**config.mk**
```make
export PLATFORM = sky130hd
export DESIGN_NAME = ssd_scan_ctrl_flat
export DESIGN_NICKNAME = d
export VERILOG_FILES = /design/src/rtl/ssd_scan_if.sv /design/src/rtl/ssd_scan_ctrl.sv /design/src/flat_wrapper.sv
export SDC_FILE = /design/constraint.sdc
export NUM_CORES = 1
export LEC_CHECK = 0
export CAP_MARGIN = 10
export CORE_MARGIN = 5
export CORE_UTILIZATION = 59
export DETAILED_ROUTE_END_ITERATION = 10
export HOLD_SLACK_MARGIN = 0.12
export PLACE_DENSITY = 0.83
export SETUP_SLACK_MARGIN = 0.15
export SYNTH_ARGS = -nofsm -noshare
export SYNTH_HDL_FRONTEND = slang
export SYNTH_SLANG_ARGS = --single-unit
```
**constraint.sdc**
```tcl
create_clock -name clk -period 6 [get_ports clk]
set_clock_uncertainty 0.05 [all_clocks]
set_input_delay 0.6 -clock clk [delete_from_list [all_inputs] [get_ports clk]]
set_output_delay 0.6 -clock clk [all_outputs]
set_load 0.03 [all_outputs]
```
**src/rtl/ssd_scan_if.sv**
```systemverilog
// Producer-side handshake bundle for ssd_scan_ctrl.
// SSD_SCAN_DP_EN adds per-digit decimal-point bits alongside the value.
interface ssd_scan_if #(
  parameter int NDIGITS = 4
);
  logic [4*NDIGITS-1:0] value;
  logic                 load;
  logic                 ready;
`ifdef SSD_SCAN_DP_EN
  logic [NDIGITS-1:0]   dp_in;

  modport master (output value, load, dp_in, input ready);
  modport slave  (input value, load, dp_in, output ready);
`else
  modport master (output value, load, input ready);
  modport slave  (input value, load, output ready);
`endif
endinterface

```
**src/rtl/ssd_scan_ctrl.sv**
```systemverilog
// Multiplexed common-anode seven-segment scan controller with shadow/active value swap.
// Optional SSD_SCAN_DP_EN adds decimal-point input (via bus.dp_in) and dp_n output.
module ssd_scan_ctrl #(
  parameter int NDIGITS = 4,
  parameter int DIV     = 50000
) (
  input  logic               clk,
  input  logic               rst_n,
  input  logic               en,
  input  logic               lzs,
  ssd_scan_if.slave          bus,
  output logic [6:0]         seg_n,
  output logic [NDIGITS-1:0] an_n
`ifdef SSD_SCAN_DP_EN
  , output logic             dp_n
`endif
);
  localparam int IW = $clog2(NDIGITS);
  localparam int CW = $clog2(DIV);

  function automatic logic [6:0] decode(input logic [3:0] d);
    case (d)
      4'h0: decode = 7'h3F;  4'h1: decode = 7'h06;
      4'h2: decode = 7'h5B;  4'h3: decode = 7'h4F;
      4'h4: decode = 7'h66;  4'h5: decode = 7'h6D;
      4'h6: decode = 7'h7D;  4'h7: decode = 7'h07;
      4'h8: decode = 7'h7F;  4'h9: decode = 7'h67;
      4'hA: decode = 7'h77;  4'hB: decode = 7'h7C;
      4'hC: decode = 7'h39;  4'hD: decode = 7'h5E;
      4'hE: decode = 7'h79;  default: decode = 7'h71;
    endcase
  endfunction

  logic [CW-1:0]        cnt;
  logic [IW-1:0]        idx;
  logic [4*NDIGITS-1:0] active, shadow;
  logic                 full;
  logic                 tick, last, wrap;
  logic [3:0]           nib;
  logic                 upper_nz, sup;
`ifdef SSD_SCAN_DP_EN
  logic [NDIGITS-1:0]   dp_act, dp_shd;
  logic                 dp_bit;
`endif

  assign tick      = en && (cnt == CW'(DIV-1));
  assign last      = (idx == IW'(NDIGITS-1));
  assign wrap      = tick && last;
  assign bus.ready = ~full;

  // Current nibble plus "this digit and everything above is zero" for suppression.
  always_comb begin
    nib      = '0;
    upper_nz = 1'b0;
`ifdef SSD_SCAN_DP_EN
    dp_bit   = 1'b0;
`endif
    for (int i = 0; i < NDIGITS; i++) begin
      if (idx == IW'(i)) begin
        nib = active[4*i +: 4];
`ifdef SSD_SCAN_DP_EN
        dp_bit = dp_act[i];
`endif
      end
      if ((IW'(i) >= idx) && (active[4*i +: 4] != 4'h0)) upper_nz = 1'b1;
    end
    sup = lzs && (idx != '0) && !upper_nz;
  end

  always_ff @(posedge clk) begin
    if (!rst_n) begin
      cnt    <= '0;
      idx    <= '0;
      active <= '0;
      shadow <= '0;
      full   <= 1'b0;
`ifdef SSD_SCAN_DP_EN
      dp_act <= '0;
      dp_shd <= '0;
`endif
    end else begin
      if (!en) begin
        cnt <= '0;
        idx <= '0;
      end else if (tick) begin
        cnt <= '0;
        idx <= last ? '0 : idx + IW'(1);
      end else begin
        cnt <= cnt + CW'(1);
      end
      // Swap only at frame end so a frame never mixes old and new digits.
      if (wrap && full) begin
        active <= shadow;
        full   <= 1'b0;
`ifdef SSD_SCAN_DP_EN
        dp_act <= dp_shd;
`endif
      end else if (bus.load && !full) begin
        shadow <= bus.value;
        full   <= 1'b1;
`ifdef SSD_SCAN_DP_EN
        dp_shd <= bus.dp_in;
`endif
      end
    end
  end

  // Tick cycle blanks the anodes so the old segments never ghost onto the next digit.
  always_ff @(posedge clk) begin
    if (!rst_n || !en || tick || sup) begin
      seg_n <= 7'h7F;
      an_n  <= '1;
`ifdef SSD_SCAN_DP_EN
      dp_n  <= 1'b1;
`endif
    end else begin
      seg_n <= ~decode(nib);
      an_n  <= ~(NDIGITS'(1) << idx);
`ifdef SSD_SCAN_DP_EN
      dp_n  <= ~dp_bit;
`endif
    end
  end
endmodule

```
**src/flat_wrapper.sv**
```systemverilog
// flat-port wrapper written by rule: the top's interface ports become plain ports
module ssd_scan_ctrl_flat 
#(
  parameter int NDIGITS = 4,
  parameter int DIV     = 50000
)
  (clk, rst_n, en, lzs, seg_n, an_n, bus_value, bus_load, bus_ready);
  ssd_scan_if #(.NDIGITS(NDIGITS)) bus_i ();
  input  logic clk;
  input  logic rst_n;
  input  logic en;
  input  logic lzs;
  output logic [6:0] seg_n;
  output logic [NDIGITS-1:0] an_n;
  input wire logic [$bits(bus_i.value)-1:0] bus_value;
  input wire logic [$bits(bus_i.load)-1:0] bus_load;
  output wire logic [$bits(bus_i.ready)-1:0] bus_ready;
  assign bus_i.value = bus_value;
  assign bus_i.load = bus_load;
  assign bus_ready = bus_i.ready;
  ssd_scan_ctrl #(.NDIGITS(NDIGITS), .DIV(DIV)) u_core (.clk(clk), .rst_n(rst_n), .en(en), .lzs(lzs), .bus(bus_i), .seg_n(seg_n), .an_n(an_n));
endmodule
```
==> Implementation_results.wiki, run 1 <==
{| class="wikitable"
! Metric !! Value
|-
| Port-buffer cells || 32
|-
| Setup slack at placement || 2.654 ns
|-
| Pwr/cell area || 237.1 mW/mm2
|-
| CP Max Fanout || 34
|-
| Share of the core filled with cells || 70.03%
|-
| Fraction of post-synthesis cell area in the top cell type by area || 43.95%
|-
| Kind of cell adding the most delay to the critical path || buffers and inverters
|-
| Data required time at the worst endpoint || 6.12 ns
|-
| Unrepaired setup endpoints after global routing || false
|-
| Routed Antenna Nets || 0
|-
| Height of the die || 79.19 um
|-
| Slew at the pin with the worst max-slew slack || 1.017 ns
|-
| Cell leakage power || 1.158 nW
|-
| Antenna cells || 0
|-
| Period Utilization, post-route || 49.08%
|-
| Num ports || 33
|-
| Most Crowded Layer GR || met2
|-
| Slowest cell on crit path || clkdlybuf4s50_1
|-
| Most frequent cells in the layout || 62 x dfxtp_1, 54 x nand2_1, 32 x clkdlybuf4s50_1, 26 x nor2_1, 23 x nor2b_1
|-
| Global-route total usage across every layer || 18.13%
|-
| CP Class || in -> reg
|-
| Post-Syn Area per Cell || 9.110 um2
|-
| Achievable Freq || 339.6 MHz
|-
| Primary flip-flop cell chosen by synthesis mapping || dfxtp_1
|-
| Cell breakdown of the critical path || clkdlybuf4s50_1 -> nand2_1 -> o21bai_2 -> nor2_1 -> o311ai_1
|-
| Worst endpoint data arrival time || 3.06 ns
|-
| Max transition margin || 32.07%
|-
| Cell Count, Final, Fillers Out || 397
|-
| Endpoints failing setup || 0
|-
| Sequential fraction of the synthesis area || 43.95%
|-
| Clk slew on worst S/H paths || 0.07 ns
|-
| Most common library cell in the layout ignoring fill and taps || dfxtp_1
|-
| Gp weighted congestion || 0.7707
|-
| HPWL after detailed placement || 3648 um
|-
| Number of buffers and inverters on the critical path || 1
|-
| Number of hold buffers added after cts || 0
|-
| Critical path capture point type || flip-flop
|-
| Total Negative Setup Slacks || 0 ns
|-
| Minimum clock period after layout || 2.945 ns
|-
| Number of library cell types mapped by synthesis || 41
|-
| CTS Sinks || 62
|-
| Layout overhead on the synthesized area || 16.35%
|-
| Core Footprint || 0.004692 mm2
|-
| Global-route track usage on met3 || 5.669%
|-
| Clock Tree Root || clkbuf_8
|-
| First-pass GRT wire length || 8928 um
|-
| Number of antenna violations at the first check in global routing || 0
|-
| Area of the mapped netlist || 0.002824 mm2
|-
| Count of flip-flops with a built-in enable after synthesis || 0
|-
| Floorplan die area || 0.006270 mm2
|-
| Initial DRT Pass Iterations || 4
|-
| TritonCTS clock tree || done
|-
| Outcome || finished, final reports clean
|-
| Maximum buffer depth of the clock tree || 2
|-
| Synthesized flop and latch total || 62
|-
| Clk_lat worst skew || 0.33 ns
|-
| Number of global-route vias before repair || 2036
|-
| Die width || 79.19 um
|-
| Final global-route overflow total || 0
|-
| Maximum VDD drop || 0.1463 mV
|-
| Total CTS buffers || 9
|-
| Wirelength, routed || 5075 um
|-
| Largest net degree at the start of global routing || 35
|-
| Yosys warning total || 0
|-
| Layout filler cell count || 396
|-
| Initial Utilization || 60.19%
|-
| Number of placed instances with taps included || 381
|-
| Post-layout net count || 371
|-
| Worst setup SP type || primary input
|-
| Quantity of gates resized following cts || 0
|-
| Post-route setup slack || 3.055 ns
|-
| Number of H-tree levels || 3
|-
| Main area contributors after synthesis || dfxtp_1 44%, nand2_1 7.2%, mux2i_1 6.4%
|-
| Mapped Nets || 343
|-
| Classification of the worst-slack hold path || reg -> reg
|-
| Gate count after technology mapping || 310
|-
| Count of maximum capacitance violations || 0
|-
| Met1 usage in global routing || 21.87%
|-
| Max-slew violation total from the final report || 0
|-
| Global Route met2 Usage || 28.79%
|-
| Async set-reset flop share out of synthesis || 0%
|-
| Rows || 25
|-
| Layout cell share with drive strength beyond 1 || 6.414%
|-
| Iteration-0 DRC count of the detailed router || 72
|-
| Via count || 2136
|-
| Routed vias/inst || 5.380
|-
| Worst stage delay on the critical path || 1.02 ns
|-
| Routed wirelength normalized by instance count || 12.78 um
|-
| Residual DRC count || 0
|-
| Count of endpoints failing hold in the final timing report || 0
|-
| Cell type with the highest aggregate area in the netlist || dfxtp_1
|-
| Post-CTS Setup Bufs || 0
|}
==> flip-flops by register name (all words and copies together), names as in the netlist <==
name,cells
u_core.active,16
u_core.an_n,4
u_core.cnt,16
u_core.full,1
u_core.idx,2
u_core.seg_n,7
u_core.shadow,16
==> stage by stage <==
stage / area (um2) / total power, mW / hold slack, ns
global placement: 3118 / 0.4819 / 0.3970
CTS: 3286 / 0.7877 / 0.4195
detailed placement: 3118 / 0.4833 / 0.4042
floorplan: 2824 / 0.4598 / 0.3799
finish: 3286 / 0.7789 / 0.4170
global route: 3286 / 0.8136 / 0.4318
==> synthesized netlist by cell type, drive strengths merged, types with 5 or more instances <==
library cell and number:
clkbuf 8, inv 7, xor2 8, nor3b 6, a21boi 16, nor2 26
nand3 8, mux2i 18, dfxtp 62, a211oi 5, xnor2 5, nor2b 23
ha 12, buf 8, nand2 54
==> power by group <==
part           switching, mW  leakage, nW  total (mW)  internal (mW)
sequential           0.00453        0.505       0.426          0.421
combinational         0.0228        0.567      0.0475         0.0247
clock                  0.146       0.0861       0.305          0.159
==> final cells by class <==
type / instances / area, um2 / share of cell area [%]
Clock buffer: 12 / 145.1 / 4.417
Clock inverter: 4 / 22.52 / 0.6855
Inverter: 7 / 26.28 / 0.7997
Multi-Input combinational cell: 225 / 1455 / 44.29
Sequential cell: 62 / 1241 / 37.78
Tap cell: 54 / 67.56 / 2.056
Timing Repair Buffer: 33 / 327.8 / 9.977
==> worst paths after layout <==
path                            cells past startpoint              end  slack, ns     startpoint
worst max register to register                      7  u_core.seg_n[3]       3.51  u_core.idx[1]
worst min-delay path                                1    u_core.cnt[0]       0.42  u_core.cnt[0]
worst max-delay path                                5  u_core.seg_n[2]       3.06          rst_n
worst min register to register                      1    u_core.cnt[0]       0.42  u_core.cnt[0]
==> logic make-up after synthesis <==
family	after synthesis	share of synthesized area [%]
AOI/OAI and AO/OA	41	10.55
DFF	62	43.95
buffers and inverters	23	4.520
adders and majority gates	12	5.317
muxes	19	6.779
and+or+nand+nor	140	24.86
xor gates and xnor gates	13	4.032
==> layer usage <==
layer | part of all wire [%] | up-vias
met5 | 0 | -
met4 | 1.4 | 0
met3 | 4.4 | 5
met2 | 47 | 38
met1 | 47 | 988
li1 | - | 1105
Note: power is estimated with default switching activity, not from simulation.
==> run 2: changes to the inputs <==
--- a/config.mk
+++ b/config.mk
@@ -7,10 +7,10 @@
 export LEC_CHECK = 0
 export CAP_MARGIN = 10
 export CORE_MARGIN = 5
-export CORE_UTILIZATION = 59
+export CORE_UTILIZATION = 50
 export DETAILED_ROUTE_END_ITERATION = 10
 export HOLD_SLACK_MARGIN = 0.12
-export PLACE_DENSITY = 0.83
+export PLACE_DENSITY = 0.75
 export SETUP_SLACK_MARGIN = 0.15
 export SYNTH_ARGS = -nofsm -noshare
 export SYNTH_HDL_FRONTEND = slang
==> constraint.sdc (replaced) <==
create_clock -name clk -period 2.5 [get_ports clk]
set_clock_uncertainty 0.05 [all_clocks]
set_input_delay 0.25 -clock clk [delete_from_list [all_inputs] [get_ports clk]]
set_output_delay 0.25 -clock clk [all_outputs]
set_load 0.03 [all_outputs]
==> run 2 against run 1 <==
Effect of this change:
- clock power rose to 2.6 times the previous value
- die area rose by 16%
- register-to-register slack got worse by 3.2 ns
- sequential power rose by 140%
- sequential share of layout area fell by 1.1 points
- global-route usage fell by 3.0 points
- combinational power rose by 150%
- cell area rose by 3.2%
- worst setup slack got worse by 2.7 ns
- largest cell class unchanged
==> Implementation_results.wiki, run 2 (synthesized netlist as in run 1, its figures left out) <==
{| class="wikitable"
! Metric !! Value
|-
| Outcome || finished, final reports clean
|-
| Number of H-tree levels || 3
|-
| First-pass GRT wire length || 8749 um
|-
| Max transition margin || 53.93%
|-
| Pwr/cell area || 572.2 mW/mm2
|-
| Total CTS buffers || 9
|-
| Antenna cells || 0
|-
| Die width || 85.15 um
|-
| Number of hold buffers added after cts || 0
|-
| Initial DRT Pass Iterations || 5
|-
| Clock Tree Root || clkbuf_8
|-
| Classification of the worst-slack hold path || reg -> reg
|-
| Minimum setup slack among reg-to-reg paths || 0.32 ns
|-
| Routed vias/inst || 5.045
|-
| Most common library cell in the layout ignoring fill and taps || dfxtp_1
|-
| Cell breakdown of the critical path || ha_2 -> a211oi_1 -> a211o_2 -> ha_4 -> mux2_2 -> nor2_1 -> o21ai_1
|-
| HPWL after detailed placement || 3736 um
|-
| CTS Sinks || 62
|-
| Data required time at the worst endpoint || 2.64 ns
|-
| Setup crit end || u_core.seg_n[3]
|-
| Residual DRC count || 0
|-
| Reg-to-reg critical path startpoint || u_core.idx[0]
|-
| Num ports || 33
|-
| Cell leakage power || 1.180 nW
|-
| CP Max Fanout || 15
|-
| Core Footprint || 0.005507 mm2
|-
| Count of endpoints failing hold in the final timing report || 0
|-
| Routed Antenna Nets || 0
|-
| Worst R2R End || u_core.seg_n[3]
|-
| Number of global-route vias before repair || 1962
|-
| Initial Utilization || 51.28%
|-
| Wirelength, routed || 5141 um
|-
| Startpoint of the most critical setup path || u_core.idx[0]
|-
| Total Negative Setup Slacks || 0 ns
|-
| Period Utilization, post-route || 87.39%
|-
| Unrepaired setup endpoints after global routing || false
|-
| Minimum clock period after layout || 2.185 ns
|-
| Slowest cell on crit path || a211o_2
|-
| Most frequent cells in the layout || 60 x dfxtp_1, 54 x nand2_1, 32 x clkdlybuf4s50_1, 26 x nor2_1, 23 x nor2b_1
|-
| Via count || 2109
|-
| Post-layout net count || 374
|-
| Worst Reg-to-Reg Cells || 7
|-
| Layout filler cell count || 491
|-
| Max-slew violation total from the final report || 0
|-
| Port-buffer cells || 32
|-
| Worst setup SP type || flip-flop
|-
| Number of antenna violations at the first check in global routing || 0
|-
| Iteration-0 DRC count of the detailed router || 103
|-
| Clk_lat worst skew || 0.34 ns
|-
| Clk slew on worst S/H paths || 0.06 ns
|-
| Routed wirelength normalized by instance count || 12.30 um
|-
| Count of maximum capacitance violations || 0
|-
| Layout cell share with drive strength beyond 1 || 10.12%
|-
| Layout overhead on the synthesized area || 20.07%
|-
| TritonCTS clock tree || done
|-
| Rows || 27
|-
| Hold-critical path depth || 1
|-
| Maximum VDD drop || 0.3429 mV
|-
| Height of the die || 85.15 um
|-
| Gp weighted congestion || 0.8311
|-
| Worst endpoint data arrival time || 2.33 ns
|-
| Final global-route overflow total || 0
|-
| Floorplan die area || 0.007251 mm2
|-
| Slew at the pin with the worst max-slew slack || 0.6885 ns
|-
| Critical path capture point type || flip-flop
|-
| Share of the core filled with cells || 61.58%
|-
| Maximum buffer depth of the clock tree || 2
|-
| CP Class || reg -> reg
|-
| Achievable Freq || 457.7 MHz
|-
| Largest net degree at the start of global routing || 34
|-
| Post-CTS Setup Bufs || 0
|-
| Global-route total usage across every layer || 15.08%
|-
| Endpoints failing setup || 0
|-
| Top flop regs || u_core.active (16), u_core.cnt (16), u_core.shadow (16)
|-
| Worst stage delay on the critical path || 0.41 ns
|}
-- run 2: cell count changes in the layout (fill, tap and decap cells not counted), sizes merged --
cell	previous run	this run
buf	1	4
clkinv	3	2
clkbuf	12	13
-- run 2: worst min path at each step --
stage | startpoint | endpoint | slack [ns]
2_1_floorplan | bus_value[0] | u_core.shadow[0] | 0.34
3_3_place_gp | u_core.cnt[0] | u_core.cnt[0] | 0.39
3_5_place_dp | u_core.cnt[0] | u_core.cnt[0] | 0.41
4_1_cts | bus_value[5] | u_core.shadow[5] | 0.40
5_1_grt | bus_value[1] | u_core.shadow[1] | 0.42
6_report | u_core.cnt[0] | u_core.cnt[0] | 0.41
-- run 2: cell type report --
type	count	area, um2	area share, %
Multi-Input combinational cell	225	1494	44.06
Sequential cell	62	1244	36.68
Timing Repair Buffer	36	350.3	10.33
Clock buffer	13	168.9	4.982
Tap cell	72	90.09	2.657
Inverter	7	26.28	0.7749
Clock inverter	3	17.52	0.5166
-- run 2: worst max-delay path: cells and delay by family (launching register included) --
kind | cells | cell delay (ns)
flip-flops | 1 | 0.38
multiplexers | 1 | 0.32
AND/OR/NAND/NOR | 1 | 0.09
adder cells (fa/ha/maj) | 2 | 0.65
AO/OA/AOI/OAI | 3 | 0.55
-- run 2: where the power goes --
group | internal, mW | switching, mW | leakage [nW] | total [mW]
clock network | 0.437 | 0.362 | 0.0954 | 0.800
registers | 1.01 | 0.0115 | 0.506 | 1.02
logic | 0.0621 | 0.0553 | 0.579 | 0.117
total | 1.51 | 0.429 | 1.18 | 1.94
-- run 2: layer usage --
metal	share of wire [%]	wire length, um	global-route usage [%]	up-vias
met1	48	2483	19.11	957
met2	45	2334	22.95	32
met5	0	0	0	-
li1	-	-	-	1110
met3	4.3	221	3.204	10
met4	2.0	103	10.07	0
-- run 2: repair_timing --
action                                  CTS  global route
cloned                                    0             0
hold endpoints to repair                  0             0
resized for setup                         4             6
endpoints found under the setup margin    2             3
-- run 2: stage by stage --
| stage | hold slack, ns | std cells | cell area [um2] | setup WS (ns) | power (mW) |
|---|---|---|---|---|---|
| after floorplan | 0.3449 | 310 | 2824 | 0.3091 | 1.103 |
| after global placement | 0.3941 | 402 | 3163 | 0.1613 | 1.162 |
| after detailed placement | 0.4081 | 402 | 3163 | 0.06502 | 1.164 |
| after CTS | 0.4000 | 418 | 3361 | 0.2041 | 1.970 |
| after global routing | 0.4155 | 418 | 3391 | 0.1817 | 2.028 |
| final | 0.4127 | 418 | 3391 | 0.3152 | 1.940 |
